**src/rtl/bcd_disp_scan_pkg.sv**
```systemverilog
// bcd_disp_scan_pkg: segment codes and digit count shared by the display scanner
package bcd_disp_scan_pkg;
  localparam int NDIG = 5;
  localparam logic [6:0] SEG_0 = 7'h40;
  localparam logic [6:0] SEG_1 = 7'h79;
  localparam logic [6:0] SEG_2 = 7'h24;
  localparam logic [6:0] SEG_3 = 7'h30;
  localparam logic [6:0] SEG_4 = 7'h19;
  localparam logic [6:0] SEG_5 = 7'h12;
  localparam logic [6:0] SEG_6 = 7'h02;
  localparam logic [6:0] SEG_7 = 7'h78;
  localparam logic [6:0] SEG_8 = 7'h00;
  localparam logic [6:0] SEG_9 = 7'h10;
  localparam logic [6:0] SEG_DASH = 7'h3F;
  localparam logic [6:0] SEG_OFF = 7'h7F;
endpackage

```
**src/rtl/bcd_disp_scan_if.sv**
```systemverilog
// bcd_disp_scan_if: converter-side inputs and display-pin outputs of the scanner
interface bcd_disp_scan_if;
  logic [19:0] bcd_in;
  logic load;
  logic blank;
  logic [4:0] digit_en;
  logic [6:0] seg;
  logic frame_done;
  modport master(output bcd_in, load, blank, input digit_en, seg, frame_done);
  modport slave(input bcd_in, load, blank, output digit_en, seg, frame_done);
endinterface

```
**src/rtl/bcd_disp_scan_bcd_to_7seg.sv**
```systemverilog
// bcd_to_7seg: one BCD nibble to active-low {g..a} segments, dash for 10-15
module bcd_to_7seg
  import bcd_disp_scan_pkg::*;
(
  input  logic [3:0] bcd,
  output logic [6:0] seg
);
  always_comb begin
    seg = SEG_DASH;
    case (bcd)
      4'd0: seg = SEG_0;
      4'd1: seg = SEG_1;
      4'd2: seg = SEG_2;
      4'd3: seg = SEG_3;
      4'd4: seg = SEG_4;
      4'd5: seg = SEG_5;
      4'd6: seg = SEG_6;
      4'd7: seg = SEG_7;
      4'd8: seg = SEG_8;
      4'd9: seg = SEG_9;
      default: seg = SEG_DASH;
    endcase
  end
endmodule

```
**src/rtl/bcd_disp_scan.sv**
```systemverilog
// bcd_disp_scan: scans five BCD digits onto a multiplexed common-anode 7-segment display
module bcd_disp_scan
  import bcd_disp_scan_pkg::*;
#(
  parameter int CLK_DIV = 50000,
  parameter bit BLANK_LZ = 1'b1
) (
  input logic clk,
  input logic rst_n,
  bcd_disp_scan_if.slave bus
);
  localparam int CW = $clog2(CLK_DIV);
  logic [CW-1:0] cnt;
  logic [2:0] idx;
  logic [19:0] pending, shown;
  logic pending_valid, tick, boundary, lz;
  logic [3:0] nib;
  logic [6:0] dec;
  assign tick = cnt == CW'(CLK_DIV - 1);
  assign boundary = tick && idx == 3'(NDIG - 1);
  assign nib = 4'(shown >> {idx, 2'b00});
  // a digit is a leading zero when it and every more significant digit are zero
  assign lz = BLANK_LZ && idx != 3'd0 && (shown >> {idx, 2'b00}) == 20'h0;
  bcd_to_7seg u_dec (.bcd(nib), .seg(dec));
  always_ff @(posedge clk or negedge rst_n)
    if (!rst_n) begin
      cnt <= '0;
      idx <= '0;
      pending <= '0;
      shown <= '0;
      pending_valid <= 1'b0;
      bus.digit_en <= 5'h1F;
      bus.seg <= SEG_OFF;
      bus.frame_done <= 1'b0;
    end else begin
      cnt <= tick ? '0 : cnt + 1'b1;
      if (tick) idx <= boundary ? 3'd0 : idx + 3'd1;
      // shown only changes at the frame boundary; a load on that very tick bypasses pending
      if (boundary) begin
        shown <= bus.load ? bus.bcd_in : pending_valid ? pending : shown;
        pending_valid <= 1'b0;
      end else if (bus.load) begin
        pending <= bus.bcd_in;
        pending_valid <= 1'b1;
      end
      bus.frame_done <= boundary;
      bus.digit_en <= bus.blank ? 5'h1F : ~(5'b00001 << idx);
      bus.seg <= (bus.blank || lz) ? SEG_OFF : dec;
    end
endmodule
```
**src/flat_wrapper.sv**
```systemverilog
// flat-port wrapper written by rule: the top's interface ports become plain ports
module bcd_disp_scan_flat import bcd_disp_scan_pkg::*;
#(
  parameter int CLK_DIV = 50000,
  parameter bit BLANK_LZ = 1'b1
)
  (clk, rst_n, bus_bcd_in, bus_load, bus_blank, bus_digit_en, bus_seg, bus_frame_done);
  bcd_disp_scan_if bus_i ();
  input logic clk;
  input logic rst_n;
  input wire logic [$bits(bus_i.bcd_in)-1:0] bus_bcd_in;
  input wire logic [$bits(bus_i.load)-1:0] bus_load;
  input wire logic [$bits(bus_i.blank)-1:0] bus_blank;
  output wire logic [$bits(bus_i.digit_en)-1:0] bus_digit_en;
  output wire logic [$bits(bus_i.seg)-1:0] bus_seg;
  output wire logic [$bits(bus_i.frame_done)-1:0] bus_frame_done;
  assign bus_i.bcd_in = bus_bcd_in;
  assign bus_i.load = bus_load;
  assign bus_i.blank = bus_blank;
  assign bus_digit_en = bus_i.digit_en;
  assign bus_seg = bus_i.seg;
  assign bus_frame_done = bus_i.frame_done;
  bcd_disp_scan #(.CLK_DIV(CLK_DIV), .BLANK_LZ(BLANK_LZ)) u_core (.clk(clk), .rst_n(rst_n), .bus(bus_i));
endmodule
```
**config.mk**
```make
export PLATFORM = sky130hd
export DESIGN_NAME = bcd_disp_scan_flat
export DESIGN_NICKNAME = d
export VERILOG_FILES = /design/src/rtl/bcd_disp_scan_pkg.sv /design/src/rtl/bcd_disp_scan_if.sv /design/src/rtl/bcd_disp_scan_bcd_to_7seg.sv /design/src/rtl/bcd_disp_scan.sv /design/src/flat_wrapper.sv
export SDC_FILE = /design/constraint.sdc
export NUM_CORES = 1
export LEC_CHECK = 0
export CORE_ASPECT_RATIO = 0.75
export CORE_MARGIN = 2
export CORE_UTILIZATION = 46
export CTS_BUF_LIST = sky130_fd_sc_hd__clkbuf_4 sky130_fd_sc_hd__clkbuf_8
export DETAILED_ROUTE_END_ITERATION = 12
export PLACE_DENSITY = 0.69
export SYNTH_ARGS = -nofsm -noshare
export SYNTH_HDL_FRONTEND = slang
export SYNTH_HIERARCHICAL = 1
export SYNTH_SLANG_ARGS = --single-unit
```
**constraint.sdc**
```tcl
create_clock -name clk -period 2 [get_ports clk]
set_input_delay 0.6 -clock clk [delete_from_list [all_inputs] [get_ports clk]]
set_output_delay 0.6 -clock clk [all_outputs]
set_load 0.01 [all_outputs]
```
# Yosys cells after proc, flatten, opt, wreduce, memory -nomap -nowiden
# Memories as Yosys holds them, arrays and structs flattened.
# Index checks and enable logic that the tools add are counted.
classes:
  n_div: 0
  n_mux: 8
  mul: 0
  n_eq_ne: 2
  n_bitwise: 2
  reduce_logical: 9
  magnitude_cmp: 0
  add_sub_neg: 2
  n_shift: 2
op_table:
  columns: ["op", "n"]
  rows:
  - ["$mux 20", 2]
  - ["$logic_not 20->1", 1]
  - ["$shr 20x5->20", 1]
  - ["$add 16x1->16 const B", 1]
  - ["$eq 16x16->1 const B", 1]
  - ["$mux 16", 1]
  - ["$mux 7", 1]
  - ["$mux 5", 1]
  - ["$not 5->5", 1]
  - ["$shl 1x3->5 const A", 1]
  - ["$reduce_and 2->1", 2]
  - ["$reduce_bool 2->1", 2]
  - ["$add 3x1->3 const B", 1]
  - ["$eq 3x3->1 const B", 1]
  - ["$mux 3", 1]
  - ["$reduce_bool 3->1", 1]
  - ["$logic_and 1x1->1", 2]
  - ["$mux 1", 2]
  - ["$logic_or 1x1->1", 1]
  - ["$not 1->1", 1]
totals:
  elab_cells: 34
  regBits: 73
  n_memories: 1
  mem_bits_rw: 0
  latchBits: 0
  output_inout_bits: 13
  romBits: 112
memory_table:
  columns: ["name", "words", "word_bits", "read_ports", "rd_clocked_by_memory_dff", "wr", "line_no", "text"]
  rows:
  - ["(no name shown)", 16, 7, 1, 0, 0, "bcd_disp_scan_bcd_to_7seg.sv:10", "case (bcd)"]

# Depth between registers and ports, before layout
# Gate-level depths: netlist (run 1).
logic_depth:
  depth_word: 5
  ltp_mapped: 12
  ltp_nobuf: 11

# Hierarchy
# Netlist (run 1), hierarchy kept.
by_module_without_submodules:
  columns: ["mod", "cells_each", "instances", "seq_area_each_um2", "area_each_um2"]
  rows:
  - ["bcd_disp_scan", 311, 1, 1841.8, 3523.4]
  - ["bcd_to_7seg", 33, 1, 0.0, 205.2]

# Worst setup path after synthesis (run 1)
# No wires, ideal clock.
synth_path:
  path_type: "reg2reg"
  startpoint: "reg u_core.idx[0]"
  endpoint: "reg u_core.bus.seg[5]"
  stages_incl_launch_ff: 9
  arrival_time_ns: 1.998
  setup_time_ns: 0.095
  required_time_ns: 1.905
  path_slack_ns: -0.093
  path_cell_list: "dfrtp_1 mux4_2 a22o_1 ha_1 or2b_1 a21oi_1 nor2_1 nor3_1 a22oi_2"
synth_lines:
  columns: ["item", "line_no", "text"]
  rows:
  - ["start: declaration", "bcd_disp_scan.sv:14", "logic [2:0] idx;"]
  - ["start signal: assignment", "bcd_disp_scan.sv:37", "if (tick) idx <= boundary ? 3'd0 : idx + 3'd1;"]
  - ["$shr 20x5->20", "bcd_disp_scan.sv:21", "assign nib = 4'(shown >> {idx, 2'b00});"]
  - ["net u_core.nib[1]", "bcd_disp_scan.sv:17", "logic [3:0] nib;"]
  - ["$mem_v2 16x7", null, null]
  - ["net u_core.dec[5]", "bcd_disp_scan.sv:18", "logic [6:0] dec;"]
  - ["$mux 7", "bcd_disp_scan.sv:48", "bus.seg <= (bus.blank || lz) ? SEG_OFF : dec;"]
  - ["end signal: assignment", "bcd_disp_scan.sv:48", null]
  - ["end: declaration", "bcd_disp_scan_if.sv:10", "modport slave(input bcd_in, load, blank, output digit_en, seg, frame_done);"]
# The timed path passes the listed nets, and every way through them passes these cells.
# A chain may end at the register's enable or synchronous reset.

# Worst setup path after layout (run 1)
layout_path:
  startpoint: "reg u_core.idx[0]"
  endpoint: "reg u_core.bus.seg[3]"
# The elaborated chain is that of the path after synthesis.

==> run_results.csv, run 1 <==
group,metric,value,unit
status,outcome,"finished, violations left",
status,failed_checks,"negative setup slack",
place,portBuffers,36,
worst_setup_path,r2r-start,"u_core/idx[0]",
worst_setup_path,cp_slowest_cell,"mux4_2",
worst_setup_path,r2r_end,"u_core/bus.seg[3]",
clock_network,clock-sinks,73,
clock_network,htreeDepth,3,
power,ir_drop,0.355,mV
hold_path,hp-class,"in2async",
worst_setup_path,cp_common_cell,"nor2_2",
worst_setup_path,crit_fanout,5,
timing,worst_slack,-0.0742,ns
synth,synth_edf_count,0,
clock_network,cts_made_buffers,9,
timing,fmax,0.482,GHz
floorplanning,start_util,47.3,%
synth,ys_warn_count,6,
worst_setup_path,path_delay_family,"compound AO/OA/AOI/OAI gates",
timing,period_minus_slack,2.07,ns
worst_setup_path,slowest_delay,0.51,ns
layout,antennaDiodeCount,0,
timing,hold_viol,0,
drt,viasPerCell,5.17,
worst_setup_path,critPathArrivalTime,2.35,ns
timing,fin_crit_sh,104,%
timing,slew_headroom,53.4,%
synth,syn_nets,379,
place,gp_congestion,0.887,
timing,final.setup_skew,0.0140,ns
floorplanning,dieArea,8850,um^2
worst_setup_path,required,2.27,ns
timing,finalSetupViolations,6,
synth,avgSynthCellArea,10.8,um^2
worst_setup_path,end_kind,"register",
global_route,grt_pass1_vias,2559,
layout,syn2layout_area_growth,30.9,%
floorplanning,die_h,82.0,um
layout,drive_gt1_share,29.9,%
synth,synth.area.top_cells,"dfrtp_1 (41%), dfstp_2 (8.5%), mux2i_1 (6.7%), mux2_1 (6.0%), nand2_1 (4.1%)",
worst_setup_path,path_buf_inv,1,
clock_network,clkLatencyLatePin,0.35,ns
synth,netlist_area,3730,um^2
floorplanning,core_area,7880,um^2
worst_setup_path,crit_path_start_kind,"register",
global_route,grt_pass1_wl,12500,um
synth,synth_largest_type_area_fraction,40.9,%
timing,tightest_slew,0.697,ns
floorplanning,die_x,108,um
timing,rsz0062_at_grt,"yes",
clock_network,clk_pin_slew_worst_paths,0.08,ns
worst_setup_path,r2r_slack,-0.07,ns
synth,synth_top_area_cell,"dfrtp_1",
drt,drc,0,
layout,final_nets,451,
clock_network,cts-root-buf,"clkbuf_8",
worst_setup_path,path_class,"reg2reg",
drt,wl_per_cell,14.2,um
synth,synth-seq-area-share,49.4,%
layout,layout_commonest_cell,"dfrtp_1",
power,total_power,2.96,mW
floorplanning,ios,37,
floorplanning,rows,28,
synth,synth_cell_type_count,46,
worst_setup_path,crit_cells,9,
worst_setup_path,cp-endpoint,"u_core/bus.seg[3]",
clock_network,cts_buffer_depth,2,
timing,drv_slew,0,
drt,first_pass_iters,4,
worst_setup_path,worstSetupStartpoint,"u_core/idx[0]",
drt,vias,2722,
global_route,gr-total-overflow,0,
job,drv_cap,0,
drt,drtAntennaViolNets,0,
power,leakage,2.11,nW
layout,final_cell_mix,"dfrtp_1 (58), nand2_1 (37), buf_4 (37)",
global_route,grt_max_degree,74,
layout,final_area,4880,um^2
place,place_area,4470,um^2
worst_setup_path,cp_cell_sequence,"mux4_2 > a22o_4 > inv_4 > ha_4 > nand2_2 > a21oi_2 > nor2_2 > nor2_2 > a22oi_2",
global_route,antenna_found_initial,0,
drt,wl,7490,um
power,powerDensity,608,nW/um^2
synth,synth_seq_cells,73,
synth,synthFlopType,"dfrtp_1",
synth,synthArstFlopShare,100,%
place,hpwl,5340,um
synth,synth_cells,344,
clock_network,cts_tree,"yes",
worst_setup_path,r2r_cells,9,
global_route,grt_usage,18.4,%
drt,first_iter_violations,136,
layer usage:
layer  GRT usage [%]  share of wire [%]  vias up
met5               0                  0        -
met4            5.77                1.3        0
met3            5.32                5.4       11
met2            26.9                 45       64
met1            26.3                 48     1299
li1                -                  -     1348
kinds of logic after synthesis:
logic type	after synthesis	share of synthesized area (%)
flip-flops	73	49.4
AND/OR/NAND/NOR	121	16.4
XOR/XNOR	11	2.58
multiplexers	48	14.3
adder cells (fa/ha/maj)	11	3.69
buffers and inverters	25	3.56
AO/OA/AOI/OAI	55	10.1
Yosys cell counts (5+ instances only):
cell	instances
nor4_1	5
nand2_1	41
nor3_1	9
a22oi_2	7
dfrtp_1	61
nor2_1	28
o21ai_0	6
xor2_1	7
ha_1	11
nand3_1	7
dfstp_2	12
mux2i_1	25
inv_1	8
o21ai_1	30
mux2_1	20
clkbuf_1	7
flip-flops by register name (all words and copies together), names as in the netlist:
signal,cells
u_core/pending_valid,1
u_core/pending,20
u_core/idx,3
u_core/cnt,16
u_core/shown,20
u_core/bus.frame_done,1
u_core/bus.seg,7
u_core/bus.digit_en,5
report_power, final:
part	total [mW]	switching, mW	internal (mW)	leakage (nW)
Clock	1.20	0.537	0.658	0.106
Sequential	1.55	0.0199	1.53	0.908
Combinational	0.220	0.101	0.119	1.09
worst min-delay path by stage:
stage | end | cells after the start | slack, ns | start
2_1_floorplan | u_core/bus.frame_done | 0 | 0.30 | rst_n
3_3_place_gp | u_core/cnt[0] | 1 | 0.45 | u_core/cnt[0]
3_5_place_dp | u_core/cnt[0] | 1 | 0.46 | u_core/cnt[0]
4_1_cts | u_core/cnt[4] | 2 | 0.28 | rst_n
5_1_grt | u_core/idx[2] | 2 | 0.29 | rst_n
6_report | u_core/cnt[4] | 2 | 0.26 | rst_n
layout make-up:
| class | instances | area [um^2] |
|---|---|---|
| fill | 637 | 3000 |
| timing repair buffer | 78 | 732 |
| inverter | 8 | 32.5 |
| sequential | 73 | 1850 |
| clock buffer | 12 | 159 |
| tap | 105 | 131 |
| multi-input combinational | 246 | 1930 |
| clock inverter | 4 | 51.3 |
per-stage QoR:
step	TNS (ns)	hold slack, ns	setup WS, ns	utilization, %	cells
2_1_floorplan	-0.0525	0.304	-0.0434	-	344
6_report	-0.236	0.263	-0.0742	61.9	526
5_1_grt	-1.01	0.291	-0.162	61.9	526
3_5_place_dp	-0.643	0.464	-0.139	56.7	508
3_3_place_gp	-0.402	0.449	-0.0985	56.7	508
4_1_cts	-0.694	0.277	-0.121	59.6	524
repair_timing:
action / 4_1_cts / 5_1_grt
endpoints found under the setup margin: 19 / 33
hold buffers: 0 / 0
pin swaps: 8 / 15
resized for setup: 13 / 44
endpoints found under the hold margin: 0 / 0
buffers inserted: 0 / 2
(Power assumes the default switching activity.)
==> inputs of run 2 (changes only) <==
--- a/config.mk
+++ b/config.mk
@@ -11,6 +11,7 @@
 export CTS_BUF_LIST = sky130_fd_sc_hd__clkbuf_4 sky130_fd_sc_hd__clkbuf_8
 export DETAILED_ROUTE_END_ITERATION = 12
 export PLACE_DENSITY = 0.69
+export SLEW_MARGIN = 20
 export SYNTH_ARGS = -nofsm -noshare
 export SYNTH_HDL_FRONTEND = slang
 export SYNTH_HIERARCHICAL = 1
==> results of run 2 <==
No change in the layout: final DEF, timing and power equal those of run 1.
==> inputs of run 3 (changes only) <==
--- a/config.mk
+++ b/config.mk
@@ -11,6 +11,7 @@
 export CTS_BUF_LIST = sky130_fd_sc_hd__clkbuf_4 sky130_fd_sc_hd__clkbuf_8
 export DETAILED_ROUTE_END_ITERATION = 12
 export PLACE_DENSITY = 0.69
+export SETUP_SLACK_MARGIN = 0.5
 export SLEW_MARGIN = 20
 export SYNTH_ARGS = -nofsm -noshare
 export SYNTH_HDL_FRONTEND = slang
==> run 3 against run 2 <==
Compared with the run above:
- the flow still finishes with violations (negative setup slack)
- combinational power rose by 33%
- critical path depth fell by 3
- register-to-register slack got worse by 0.07 ns
- first-iteration DRC count rose by 24%
- utilization rose by 6.7 points
- sequential cell count did not move
- design area rose by 11%
- critical path type unchanged
- largest cell class unchanged
- highest routed layer unchanged
==> run_results.csv, run 3 (synthesized netlist as in run 1, its figures left out) <==
group,metric,value,unit
worst_setup_path,r2r-start,"u_core/shown[13]",
clock_network,cts_buffer_depth,2,
timing,fin_crit_sh,107,%
worst_setup_path,slowest_delay,0.47,ns
layout,final_nets,463,
drt,wl,8910,um
timing,final.setup_skew,0.0142,ns
place,place_inst,505,
layout,reg_top3,"u_core/pending x20, u_core/shown x20, u_core/cnt x16",
worst_setup_path,path_class,"reg2reg",
power,clock_power_share,43.6,%
timing,fmax,0.467,GHz
layout,layout_commonest_cell,"dfrtp_1",
timing,slew_headroom,64.8,%
worst_setup_path,r2r_slack,-0.14,ns
job,drv_cap,0,
floorplanning,die_h,82.0,um
layout,finalNonFillerCells,538,
timing,hold_viol,0,
power,ir_drop,0.602,mV
layout,seq_area,1850,um^2
drt,wl_per_cell,16.6,um
worst_setup_path,r2r_cells,6,
status,failed_checks,"negative setup slack",
hold_path,hp-class,"in2async",
worst_setup_path,crit_path_start_kind,"register",
drt,drtAntennaViolNets,0,
global_route,grt_pass1_wl,13500,um
worst_setup_path,end_kind,"register",
floorplanning,core_area,7880,um^2
power,share_seq_of_total_power,47.4,%
clock_network,htreeDepth,3,
global_route,antenna_found_initial,0,
clock_network,cts_made_buffers,9,
clock_network,clock-sinks,73,
global_route,grt_pass1_vias,2721,
layout,nFillCells,563,
status,outcome,"finished, violations left",
drt,drc,0,
timing,setup_tns,-0.738,ns
clock_network,clkLatencyLatePin,0.37,ns
clock_network,cts_tree,"yes",
worst_setup_path,path_buf_inv,1,
worst_setup_path,cp_cell_sequence,"buf_4 > nor4_1 > o21ai_1 > a2111oi_4 > o21ai_2 > a22oi_2",
place,portBuffers,36,
worst_setup_path,cp_slowest_cell,"nor4_1",
drt,first_pass_iters,4,
floorplanning,rows,28,
timing,finalSetupViolations,7,
global_route,grt_max_degree,74,
place,hpwl,5250,um
global_route,grt_usage,20.4,%
place,place_area,4550,um^2
floorplanning,start_util,47.3,%
layout,final_cell_mix,"dfrtp_1 (55), buf_4 (29), buf_6 (26)",
layout,syn2layout_area_growth,45.1,%
power,powerDensity,605,nW/um^2
worst_setup_path,path_delay_family,"compound AO/OA/AOI/OAI gates",
timing,tightest_slew,0.528,ns
place,gp_congestion,0.921,
clock_network,cts-root-buf,"clkbuf_8",
drt,vias,2905,
worst_setup_path,critPathArrivalTime,2.42,ns
power,leakage,2.36,nW
power,total_power,3.28,mW
layout,final_area,5410,um^2
layout,drive_gt1_share,48.0,%
timing,worst_slack,-0.140,ns
worst_setup_path,r2r_end,"u_core/bus.seg[4]",
clock_network,clk_pin_slew_worst_paths,0.08,ns
power,switching_share,21.3,%
timing,holdWs,0.246,ns
power,power_switching,0.698,mW
power,p_comb_share,8.9,%
floorplanning,die_x,108,um
global_route,gr-total-overflow,0,
worst_setup_path,required,2.28,ns
timing,drv_slew,0,
floorplanning,dieArea,8850,um^2
timing,rsz0062_at_grt,"yes",
floorplanning,ios,37,
layout,antennaDiodeCount,0,
drt,viasPerCell,5.40,
layout,multi_input_area,2170,um^2
timing,period_minus_slack,2.14,ns
power,internal_power,2.58,mW
drt,first_iter_violations,169,
worst_setup_path,crit_fanout,7,
[run 3: cell count changes in the layout (fill, tap and decap cells not counted), sizes merged]
cell,delta
buf,+22
dlygate4sd2,-6
dlymetal6s2s,-6
bufinv,+2
clkbuf,+2
clkdlybuf4s50,-1
clkinv,-1
[run 3: final cells by class]
| type | instances | area share (%) |
|---|---|---|
| Multi-Input combinational cell | 246 | 40.0 |
| Sequential cell | 73 | 34.2 |
| Timing Repair Buffer | 90 | 18.2 |
| Clock buffer | 11 | 2.68 |
| Tap cell | 105 | 2.43 |
| Clock inverter | 5 | 1.90 |
| Inverter | 8 | 0.555 |
[run 3: per-layer routing]
metal / share of wire (%) / wire, um / track usage [%] / vias to the layer above
met1: 45 / 4030 / 27.4 / 1446
met5: 0 / 0 / 0 / -
met3: 5.5 / 490 / 7.22 / 16
met4: 2.0 / 178 / 5.77 / 0
li1: - / - / - / 1380
met2: 47 / 4210 / 31.3 / 63
[run 3: per-stage QoR]
step / util, % / setup slack [ns]
detailed placement: 57.7 / -0.173
global placement: 57.7 / -0.0814
CTS: 64.2 / -0.108
global route: 68.7 / -0.209
floorplan: - / -0.0434
finish: 68.7 / -0.140
[run 3: power groups by stage]
stage / Clock [mW] / Sequential [mW] / Combinational, mW
floorplan: 0 / 1.58 / 0.141
global placement: 0 / 1.58 / 0.263
detailed placement: 0 / 1.58 / 0.267
CTS: 1.46 / 1.55 / 0.290
global route: 1.52 / 1.56 / 0.319
finish: 1.43 / 1.55 / 0.293
[run 3: worst max path at each step]
stage,startpoint,endpoint,slack [ns],depth (start not counted)
floorplan,u_core/idx[0],u_core/bus.seg[5],-0.04,8
global placement,u_core/idx[0],u_core/bus.seg[4],-0.08,12
detailed placement,u_core/idx[0],u_core/bus.seg[4],-0.17,12
CTS,u_core/idx[0],u_core/bus.seg[3],-0.11,9
global route,u_core/idx[0],u_core/bus.seg[4],-0.21,12
finish,u_core/shown[13],u_core/bus.seg[4],-0.14,6
[run 3: what timing repair did]
| action | CTS | global route |
|---|---|---|
| endpoints found under the setup margin | 70 | 76 |
| pin swaps | 29 | 31 |
| setup buffers | 6 | 3 |
| hold buffers | 0 | 0 |
| gates resized for setup | 112 | 52 |
| cloned | 2 | 6 |
